**src/rtl/mips_ex_mem_pkg.sv**
```systemverilog
// Shared types and constants for the EX/MEM pipeline boundary.
// Optional feature: MIPS_EX_MEM_SKID_EN selects the 2-entry skid buffer;
// when it is undefined the stage is a single pipeline register.
`ifndef MIPS_DATA_WIDTH
`define MIPS_DATA_WIDTH 32
`endif

package mips_ex_mem_pkg;

    // Memory access size encoding as carried on ex_mem_size / mem_size.
    typedef enum logic [1:0] {
        BYTE = 2'd0,
        HALF = 2'd1,
        WORD = 2'd2
    } mem_size_e;

    // Number of beats the stage can hold.
`ifdef MIPS_EX_MEM_SKID_EN
    localparam int unsigned EX_MEM_DEPTH = 2;
`else
    localparam int unsigned EX_MEM_DEPTH = 1;
`endif

    // Control part of a beat record. The wide data fields (result, store
    // data, destination index) are parameterised in the top and travel
    // alongside this record.
    typedef struct packed {
        logic      wen;       // writeback enable as issued by EX
        logic      mem_rd;    // load
        logic      mem_wr;    // store
        mem_size_e size;      // access size
        logic      ovf;       // signed overflow from EX
        logic      misalign;  // captured at push time
    } beat_ctrl_t;

    localparam int unsigned BEAT_CTRL_W = $bits(beat_ctrl_t);

    // A memory access is misaligned when a word is not 4-byte aligned or a
    // halfword is not 2-byte aligned. Non-memory beats are never flagged.
    function automatic logic is_misaligned(input mem_size_e  size,
                                           input logic [1:0] addr_lo,
                                           input logic       access);
        logic bad;
        bad = 1'b0;
        if (size == WORD && addr_lo != 2'b00) begin
            bad = 1'b1;
        end
        if (size == HALF && addr_lo[0]) begin
            bad = 1'b1;
        end
        return bad & access;
    endfunction

endpackage

```
**src/rtl/mips_ex_mem_skid.sv**
```systemverilog
// Generic valid/ready buffer between EX and MEM.
// MIPS_EX_MEM_SKID_EN defined: 2-entry FIFO whose in_ready is decoded from
// registers only. Undefined: single register with combinational in_ready.
// flush empties the buffer at the next edge, overriding push and pop.
module mips_ex_mem_skid
    import mips_ex_mem_pkg::*;
#(
    parameter int unsigned WIDTH = 8
) (
    input  logic             clk,
    input  logic             rst_n,
    input  logic             flush,
    input  logic             in_valid,
    output logic             in_ready,
    input  logic [WIDTH-1:0] in_data,
    output logic             out_valid,
    input  logic             out_ready,
    output logic [WIDTH-1:0] out_data
);

    logic push;
    logic pop;

`ifdef MIPS_EX_MEM_SKID_EN

    logic [WIDTH-1:0] mem_q [2];
    logic [WIDTH-1:0] mem_d [2];
    logic             wr_ptr_q, wr_ptr_d;
    logic             rd_ptr_q, rd_ptr_d;
    logic [1:0]       count_q, count_d;

    // Ready depends only on the held count, so no mem_ready path reaches EX.
    assign in_ready  = (count_q < 2'(EX_MEM_DEPTH));
    assign out_valid = (count_q != 2'd0);
    assign out_data  = mem_q[rd_ptr_q];
    assign push      = in_valid & in_ready;
    assign pop       = out_valid & out_ready;

    // Next-state for storage, pointers and occupancy.
    always_comb begin
        mem_d    = mem_q;
        wr_ptr_d = wr_ptr_q;
        rd_ptr_d = rd_ptr_q;
        count_d  = count_q;
        if (flush) begin
            wr_ptr_d = 1'b0;
            rd_ptr_d = 1'b0;
            count_d  = 2'd0;
        end else begin
            if (push) begin
                mem_d[wr_ptr_q] = in_data;
                wr_ptr_d        = ~wr_ptr_q;
            end
            if (pop) begin
                rd_ptr_d = ~rd_ptr_q;
            end
            case ({push, pop})
                2'b10:   count_d = count_q + 2'd1;
                2'b01:   count_d = count_q - 2'd1;
                default: count_d = count_q;
            endcase
        end
    end

    // State registers with asynchronous clear.
    always_ff @(posedge clk or negedge rst_n) begin
        if (!rst_n) begin
            mem_q[0] <= '0;
            mem_q[1] <= '0;
            wr_ptr_q <= 1'b0;
            rd_ptr_q <= 1'b0;
            count_q  <= 2'd0;
        end else begin
            mem_q[0] <= mem_d[0];
            mem_q[1] <= mem_d[1];
            wr_ptr_q <= wr_ptr_d;
            rd_ptr_q <= rd_ptr_d;
            count_q  <= count_d;
        end
    end

`else

    logic             valid_q, valid_d;
    logic [WIDTH-1:0] data_q, data_d;

    // A held beat leaving this cycle frees the register for a new one.
    assign in_ready  = ~valid_q | out_ready;
    assign out_valid = valid_q;
    assign out_data  = data_q;
    assign push      = in_valid & in_ready;
    assign pop       = out_valid & out_ready;

    // Next-state for the single pipeline register.
    always_comb begin
        valid_d = valid_q;
        data_d  = data_q;
        if (flush) begin
            valid_d = 1'b0;
        end else if (push) begin
            valid_d = 1'b1;
            data_d  = in_data;
        end else if (pop) begin
            valid_d = 1'b0;
        end
    end

    // State register with asynchronous clear.
    always_ff @(posedge clk or negedge rst_n) begin
        if (!rst_n) begin
            valid_q <= 1'b0;
            data_q  <= '0;
        end else begin
            valid_q <= valid_d;
            data_q  <= data_d;
        end
    end

`endif

endmodule

```
**src/rtl/mips_ex_mem_stage.sv**
```systemverilog
// EX/MEM pipeline stage: buffers EX result beats, flags misalignment at push,
// suppresses side effects of faulting beats, raises exception pulses at pop
// and drives the MEM->EX forwarding and load-hazard signals from the head.
// MIPS_EX_MEM_SKID_EN selects the 2-entry skid buffer (default: 1 register).
`ifndef MIPS_DATA_WIDTH
`define MIPS_DATA_WIDTH 32
`endif

module mips_ex_mem_stage
    import mips_ex_mem_pkg::*;
#(
    parameter int unsigned DATA_W  = `MIPS_DATA_WIDTH,
    parameter int unsigned RADDR_W = 5
) (
    input  logic               clk,
    input  logic               rst_n,
    input  logic               ex_valid,
    output logic               ex_ready,
    input  logic [DATA_W-1:0]  ex_res,
    input  logic [DATA_W-1:0]  ex_store_data,
    input  logic [RADDR_W-1:0] ex_rd,
    input  logic               ex_wen,
    input  logic               ex_mem_rd,
    input  logic               ex_mem_wr,
    input  logic [1:0]         ex_mem_size,
    input  logic               ex_ovf,
    input  logic               flush,
    output logic               mem_valid,
    input  logic               mem_ready,
    output logic [DATA_W-1:0]  mem_res,
    output logic [DATA_W-1:0]  mem_store_data,
    output logic [RADDR_W-1:0] mem_rd,
    output logic               mem_wen,
    output logic               mem_rd_en,
    output logic               mem_wr_en,
    output logic [1:0]         mem_size,
    output logic               excp_ovf,
    output logic               excp_align,
    output logic               fwd_valid,
    output logic [RADDR_W-1:0] fwd_rd,
    output logic [DATA_W-1:0]  fwd_data,
    output logic               load_hazard
);

    localparam int unsigned BEAT_W = 2 * DATA_W + RADDR_W + BEAT_CTRL_W;

    beat_ctrl_t         in_ctrl;
    beat_ctrl_t         head_ctrl;
    logic [BEAT_W-1:0]  in_beat;
    logic [BEAT_W-1:0]  head_beat;
    logic [DATA_W-1:0]  head_res;
    logic [DATA_W-1:0]  head_sd;
    logic [RADDR_W-1:0] head_rd;
    logic               head_fault;
    logic               pop;

    // Build the control record of the incoming beat; misalignment is
    // resolved here so the head never needs the full address compare.
    always_comb begin
        in_ctrl          = '0;
        in_ctrl.wen      = ex_wen;
        in_ctrl.mem_rd   = ex_mem_rd;
        in_ctrl.mem_wr   = ex_mem_wr;
        in_ctrl.size     = mem_size_e'(ex_mem_size);
        in_ctrl.ovf      = ex_ovf;
        in_ctrl.misalign = is_misaligned(mem_size_e'(ex_mem_size), ex_res[1:0],
                                         ex_mem_rd | ex_mem_wr);
    end

    assign in_beat = {ex_res, ex_store_data, ex_rd, in_ctrl};

    mips_ex_mem_skid #(
        .WIDTH (BEAT_W)
    ) u_skid (
        .clk       (clk),
        .rst_n     (rst_n),
        .flush     (flush),
        .in_valid  (ex_valid),
        .in_ready  (ex_ready),
        .in_data   (in_beat),
        .out_valid (mem_valid),
        .out_ready (mem_ready),
        .out_data  (head_beat)
    );

    assign {head_res, head_sd, head_rd, head_ctrl} = head_beat;

    // Faulting beats keep flowing to MEM but with every side effect masked.
    always_comb begin
        head_fault     = head_ctrl.ovf | head_ctrl.misalign;
        mem_res        = head_res;
        mem_store_data = head_sd;
        mem_rd         = head_rd;
        mem_size       = head_ctrl.size;
        mem_wen        = head_ctrl.wen    & ~head_fault;
        mem_rd_en      = head_ctrl.mem_rd & ~head_fault;
        mem_wr_en      = head_ctrl.mem_wr & ~head_fault;
    end

    // Exceptions fire only in the cycle the beat actually leaves; a beat
    // discarded by flush never raises one. Overflow wins over alignment.
    always_comb begin
        pop        = mem_valid & mem_ready & ~flush;
        excp_ovf   = pop & head_ctrl.ovf;
        excp_align = pop & ~head_ctrl.ovf & head_ctrl.misalign;
    end

    // Forward ALU results only; loads are not yet resolved and r0 is never
    // a valid forwarding target even though its writeback passes through.
    always_comb begin
        fwd_valid   = mem_valid & mem_wen & ~mem_rd_en & (head_rd != '0);
        fwd_rd      = head_rd;
        fwd_data    = head_res;
        load_hazard = mem_valid & mem_rd_en;
    end

endmodule

```
**config.mk**
```make
export PLATFORM = sky130hd
export DESIGN_NAME = mips_ex_mem_stage
export DESIGN_NICKNAME = d
export VERILOG_FILES = /design/src/rtl/mips_ex_mem_pkg.sv /design/src/rtl/mips_ex_mem_skid.sv /design/src/rtl/mips_ex_mem_stage.sv
export SDC_FILE = /design/constraint.sdc
export NUM_CORES = 1
export LEC_CHECK = 0
export ABC_AREA = 1
export BUFFER_PORTS_ARGS = -buffer_cell sky130_fd_sc_hd__clkbuf_2
export CORE_ASPECT_RATIO = 0.7
export CORE_MARGIN = 1
export CORE_UTILIZATION = 30
export DETAILED_ROUTE_END_ITERATION = 8
export SYNTH_ARGS = -nofsm -noshare
export SYNTH_HDL_FRONTEND = slang
export SYNTH_SLANG_ARGS = --single-unit
```
**constraint.sdc**
```tcl
create_clock -name clk -period 1.3 [get_ports clk]
set_input_delay 0.065 -clock clk [delete_from_list [all_inputs] [get_ports clk]]
set_output_delay 0.065 -clock clk [all_outputs]
set_load 0.05 [all_outputs]
```
== Word level (Yosys, flattened, before mapping) ==
Cells that the tools add are included.

* Bits in writable memories: 0
* Input bits: 80
* ROM bits: 0
* Word-level logic and storage cells: 37
* Register bits after elaboration: 77
* Output and inout bits: 117
* Memories: 0
* Latch bits: 0

* Shifts and indexed selects: 0
* $add $sub $neg: 0
* Multiply operators: 0
* Eq/ne operators: 2
* Div/mod/pow operators: 0
* Reductions and logical operators: 6
* $lt $le $gt $ge: 0
* Multiplexer cells: 5
* Bitwise operators: 22

{| class="wikitable"
|+ Operator list
! operator !! count
|-
| 1-bit bitwise AND || 14
|-
| 1-bit two-way mux || 5
|-
| 1-bit inverter || 5
|-
| 5-bit nonzero test || 1
|-
| 1-bit OR || 3
|-
| 3-bit nonzero test || 1
|-
| 2-bit by 1-bit equality test with 1-bit output (second input constant) || 1
|-
| 2-bit equality test (second input constant) || 1
|-
| 1-bit logical AND || 2
|-
| 2-bit AND reduction || 1
|-
| 2-bit nonzero test || 1
|}

== Depth between registers and ports, before layout ==
* Word-level depth: 6
* Mapped depth: 7
* Gate-level depth less buffers: 6

== Hierarchy ==
From an unflattened synthesis, not the netlist that was laid out.

* Cells, all modules: 408
* Area total of the unflattened synthesis: 3480.8 um^2

{| class="wikitable"
|+ By module, submodules not included
! module !! seq. area each (um^2) !! times used !! cells each !! area an instance (um^2)
|-
| mips_ex_mem_skid || 1926.8 || 1 || 335 || 3052.9
|-
| mips_ex_mem_stage || 0.0 || 1 || 73 || 427.9
|}

== Least setup slack after synthesis ==
No wires, ideal clock.

* Path kind: register to output
* Start: reg u_skid.data_q[1], in the netlist u_skid.out_data[1]
* End: out fwd_valid
* Data arrival time: 2.012 ns
* Setup slack: -0.777 ns
* Required time: 1.235 ns
* Path buffers: 0
* Cell stages (with the launch flop): 6
* Cells stage by stage: dfrtp_1 nor2_1 inv_1 nor2_1 nand2_1 nor2_1

* Longest elaborated chain between the ends: 6
* Elaborated cells between the ends (all ways): 8

{| class="wikitable"
|+ Ends and longest elaborated chain
! element !! line !! source
|-
| from (decl) || mips_ex_mem_skid.sv:85 || <nowiki>logic [WIDTH-1:0] data_q, data_d;</nowiki>
|-
| from (signal assigned) || mips_ex_mem_skid.sv:115 || <nowiki>data_q <= data_d;</nowiki>
|-
| 1-bit OR || mips_ex_mem_stage.sv:90 || <nowiki>head_fault = head_ctrl.ovf | head_ctrl.misalign;</nowiki>
|-
| 1-bit inverter || mips_ex_mem_stage.sv:95 || <nowiki>mem_wen = head_ctrl.wen & ~head_fault;</nowiki>
|-
| 1-bit bitwise AND || mips_ex_mem_stage.sv:95 ||
|-
| named net mem_wen || mips_ex_mem_stage.sv:33 || <nowiki>output logic mem_wen,</nowiki>
|-
| 1-bit bitwise AND (3 in a row) || mips_ex_mem_stage.sv:111 || <nowiki>fwd_valid = mem_valid & mem_wen & ~mem_rd_en & (head_rd != '0);</nowiki>
|-
| to (decl) || mips_ex_mem_stage.sv:39 || <nowiki>output logic fwd_valid,</nowiki>
|}

The timed path passes the listed nets, and every way through them passes these cells.

== Final worst setup path ==
* Start: reg u_skid.data_q[1], in the netlist u_skid.out_data[1]
* End: out fwd_valid

* Longest elaborated chain between the ends: 6
* Elaborated cells between the ends (all ways): 8

{| class="wikitable"
|+ Ends and longest elaborated chain
! element !! line
|-
| 1-bit OR (*) || mips_ex_mem_stage.sv:90
|-
| 1-bit inverter (*) || mips_ex_mem_stage.sv:95, mips_ex_mem_stage.sv:96
|-
| 1-bit bitwise AND (on tied branches) || mips_ex_mem_stage.sv:95, mips_ex_mem_stage.sv:96
|-
| 1-bit bitwise AND or 1-bit inverter (tied branches) || mips_ex_mem_stage.sv:111
|-
| 1-bit bitwise AND (*) (2 in a row) || mips_ex_mem_stage.sv:111
|}

Mark *: on every way between the ends. The rest lies on a longest branch, timed or not.

==> out/qor.yml <==
crit_start: "u_skid.out_data[1]$_DFFE_PN0P_"
async_reset_ff_share_pct: 100
fin_ws_ns: -0.125
antenna_cells: 0
timing.rr.start: "u_skid.out_valid$_DFFE_PN0P_"
hold_viol: 0
final_util_pct: 44.9
yosys.area.top_type: "dfrtp_1"
yosysSeqAreaShare_pct: 48.9
clock_latency_ns: 0.32
p_total_mw: 9.34
fin_skew_ns: 0.00478
syn_nets: 552
chipWidth_um: 139
hold_start: "ex_res[0]"
antenna_found_initial: 0
grt_max_degree: 78
initial_utilization_pct: 31.3
rsz0062_at_grt: "yes"
io_pins: 197
wire_per_inst_um: 13.3
ys_top_cells_by_count: "nand2_1 (159), buf_4 (108), dfrtp_1 (77), nand3_1 (73), buf_2 (16)"
core_mm2: 0.0126
crit_path_end_kind: "primary output"
yosysMostFrequentCell: "nand2_1"
min_period_ns: 1.43
vias_per_cell: 4.36
grtUsageTotal_pct: 16.0
grt_pass1_wl_um: 17200
cp.arrival_ns: 1.36
syn_inst: 472
relSlewSlack_pct: 70.6
fin_cells: 802
period_share_pct: 110
fillCellCount: 1183
hpwlAfterDp_um: 6460
dpl_worst_slack_ns: 0.0816
fp.dieH_um: 97.9
violations: "DRC, setup timing"
cts_root_buffer: "clkbuf_16"
vdd_drop_max_v: 0.000586
areaGrowthSynthToFinish_pct: 43.4
tightest_slew_ns: 0.441
postPlaceCellArea_mm2: 0.00433
fmax_mhz: 702
crit_fanout: 2
ff2ff_setup_slack_ns: 0.10
design.die.area_mm2: 0.0136
startpoint_type: "register"
drt_iter0_markers: 182
cts_tree: "yes"
wl_um: 10700
leakagePower_nw: 3.16
tns_ns: -0.218
cts_buffers: 9
worstSetupPathType: "register to primary output"
drv_cap: 0
min_path_type: "primary input to register"
synthFlopType: "dfrtp_1"
path_clk_slew_ns: 0.06
clockBufferDepth: 2
reg2regPathDepth: 4
maxSlewViolCount: 0
final_antenna_net_count: 0
synth_top_area_share_pct: 48.9
use_met2_pct: 26.7
netlist_area_mm2: 0.00394
ys_warn_count: 0
synth-seq-cells: 77
route.detailed.drc: 15
gr-total-overflow: 0
worstHoldPathCells: 3
status: "finished, violations left"
grt_util_met3_pct: 5.25
gp_congestion: 0.775
nets: 716
cts_sinks: 77
drive_above_1_share_pct: 38.1
worstReg2RegEnd: "u_skid.out_data[49]$_DFFE_PN0P_"
first_global_vias: 3445
final_area_mm2: 0.00565
synthDistinctLibCells: 13
syn-mean-instance-area_um2: 8.35
drtPass1Iterations: 9
finalHoldWorstSlack_ns: 0.0123
finalSetupViolCount: 4
synth_edf_count: 0
h-tree-depth: 3
critPathRequiredTime_ns: 1.24
port_buffers: 196
synth.area.top_cells: "dfrtp_1 (49%), buf_4 (21%), nand2_1 (15%)"
power_density_mw_per_mm2: 1650
place_inst: 707
holdPathEnd: "u_skid.out_data[44]$_DFFE_PN0P_"
rows: 34
dr_total_vias: 3499
global_route.usage.met1_pct: 19.5
top_usage_layer: "met2"
==> report_power, final <==
part / switching (mW) / internal (mW) / leakage, nW / total, mW
combinational: 2.56 / 0.853 / 2.04 / 3.41
sequential: 0.268 / 2.75 / 0.953 / 3.01
clock: 0.948 / 1.97 / 0.172 / 2.91
total: 3.77 / 5.56 / 3.16 / 9.34
==> logic make-up after synthesis <==
family | share of synthesized area (%)
DFF | 48.9
and+or+nand+nor | 26.3
buffers and inverters | 24.3
AOI/OAI and AO/OA | 0.508
==> how the worst max path moves through the flow <==
stage | end | depth (start not counted)
2_1_floorplan | fwd_valid | 5
3_3_place_gp | fwd_valid | 6
3_5_place_dp | u_skid.out_data[31]$_DFFE_PN0P_ | 5
4_1_cts | fwd_valid | 6
5_1_grt | fwd_valid | 6
6_report | fwd_valid | 6
==> registers in the layout (all words and copies together), names as in the netlist <==
register and cells:
u_skid.out_data 76, u_skid.out_valid 1
==> layer usage <==
layer | up-vias | routed length (um) | share of wire (%)
met5 | - | 0 | 0
met4 | 0 | 110 | 1.0
met3 | 12 | 874 | 8.2
met2 | 167 | 5160 | 48
met1 | 1626 | 4550 | 43
li1 | 1694 | - | -
==> repair_timing <==
item,in CTS,in global routing
setup buffers,1,3
endpoints found under the setup margin,7,49
hold endpoints to repair,150,0
gates cloned,2,0
hold buffers,74,0
resized for setup,22,23
pin swaps,2,1
==> layout make-up <==
| cell class | count | area, um^2 | area share, % |
|---|---|---|---|
| tap | 162 | 203 | 3.59 |
| timing repair buffer | 284 | 2000 | 35.3 |
| sequential | 77 | 1930 | 34.1 |
| clock inverter | 4 | 95.1 | 1.68 |
| clock buffer | 11 | 253 | 4.47 |
| multi-input combinational | 253 | 1130 | 20.1 |
| inverter | 11 | 43.8 | 0.775 |
==> critical path: stages, from the launching register on <==
cell and delay (ns):
dfrtp_1 0.42, nor2_4 0.13, inv_2 0.06, nor2_4 0.10, nand2_2 0.07, nor2_4 0.10, buf_8 0.15
==> layout by cell type, fill, tap and decap left out, drive strengths merged <==
cell type,synthesis,routed
bufbuf,0,2
nand2,160,160
buf,125,20
nor2,16,16
o21ai,3,3
dfrtp,77,77
bufinv,0,3
dlygate4sd3,0,74
inv,11,11
clkinv,0,1
nand3,73,73
a21oi,1,1
clkbuf,6,199
Power figures use the tool's default switching activity.
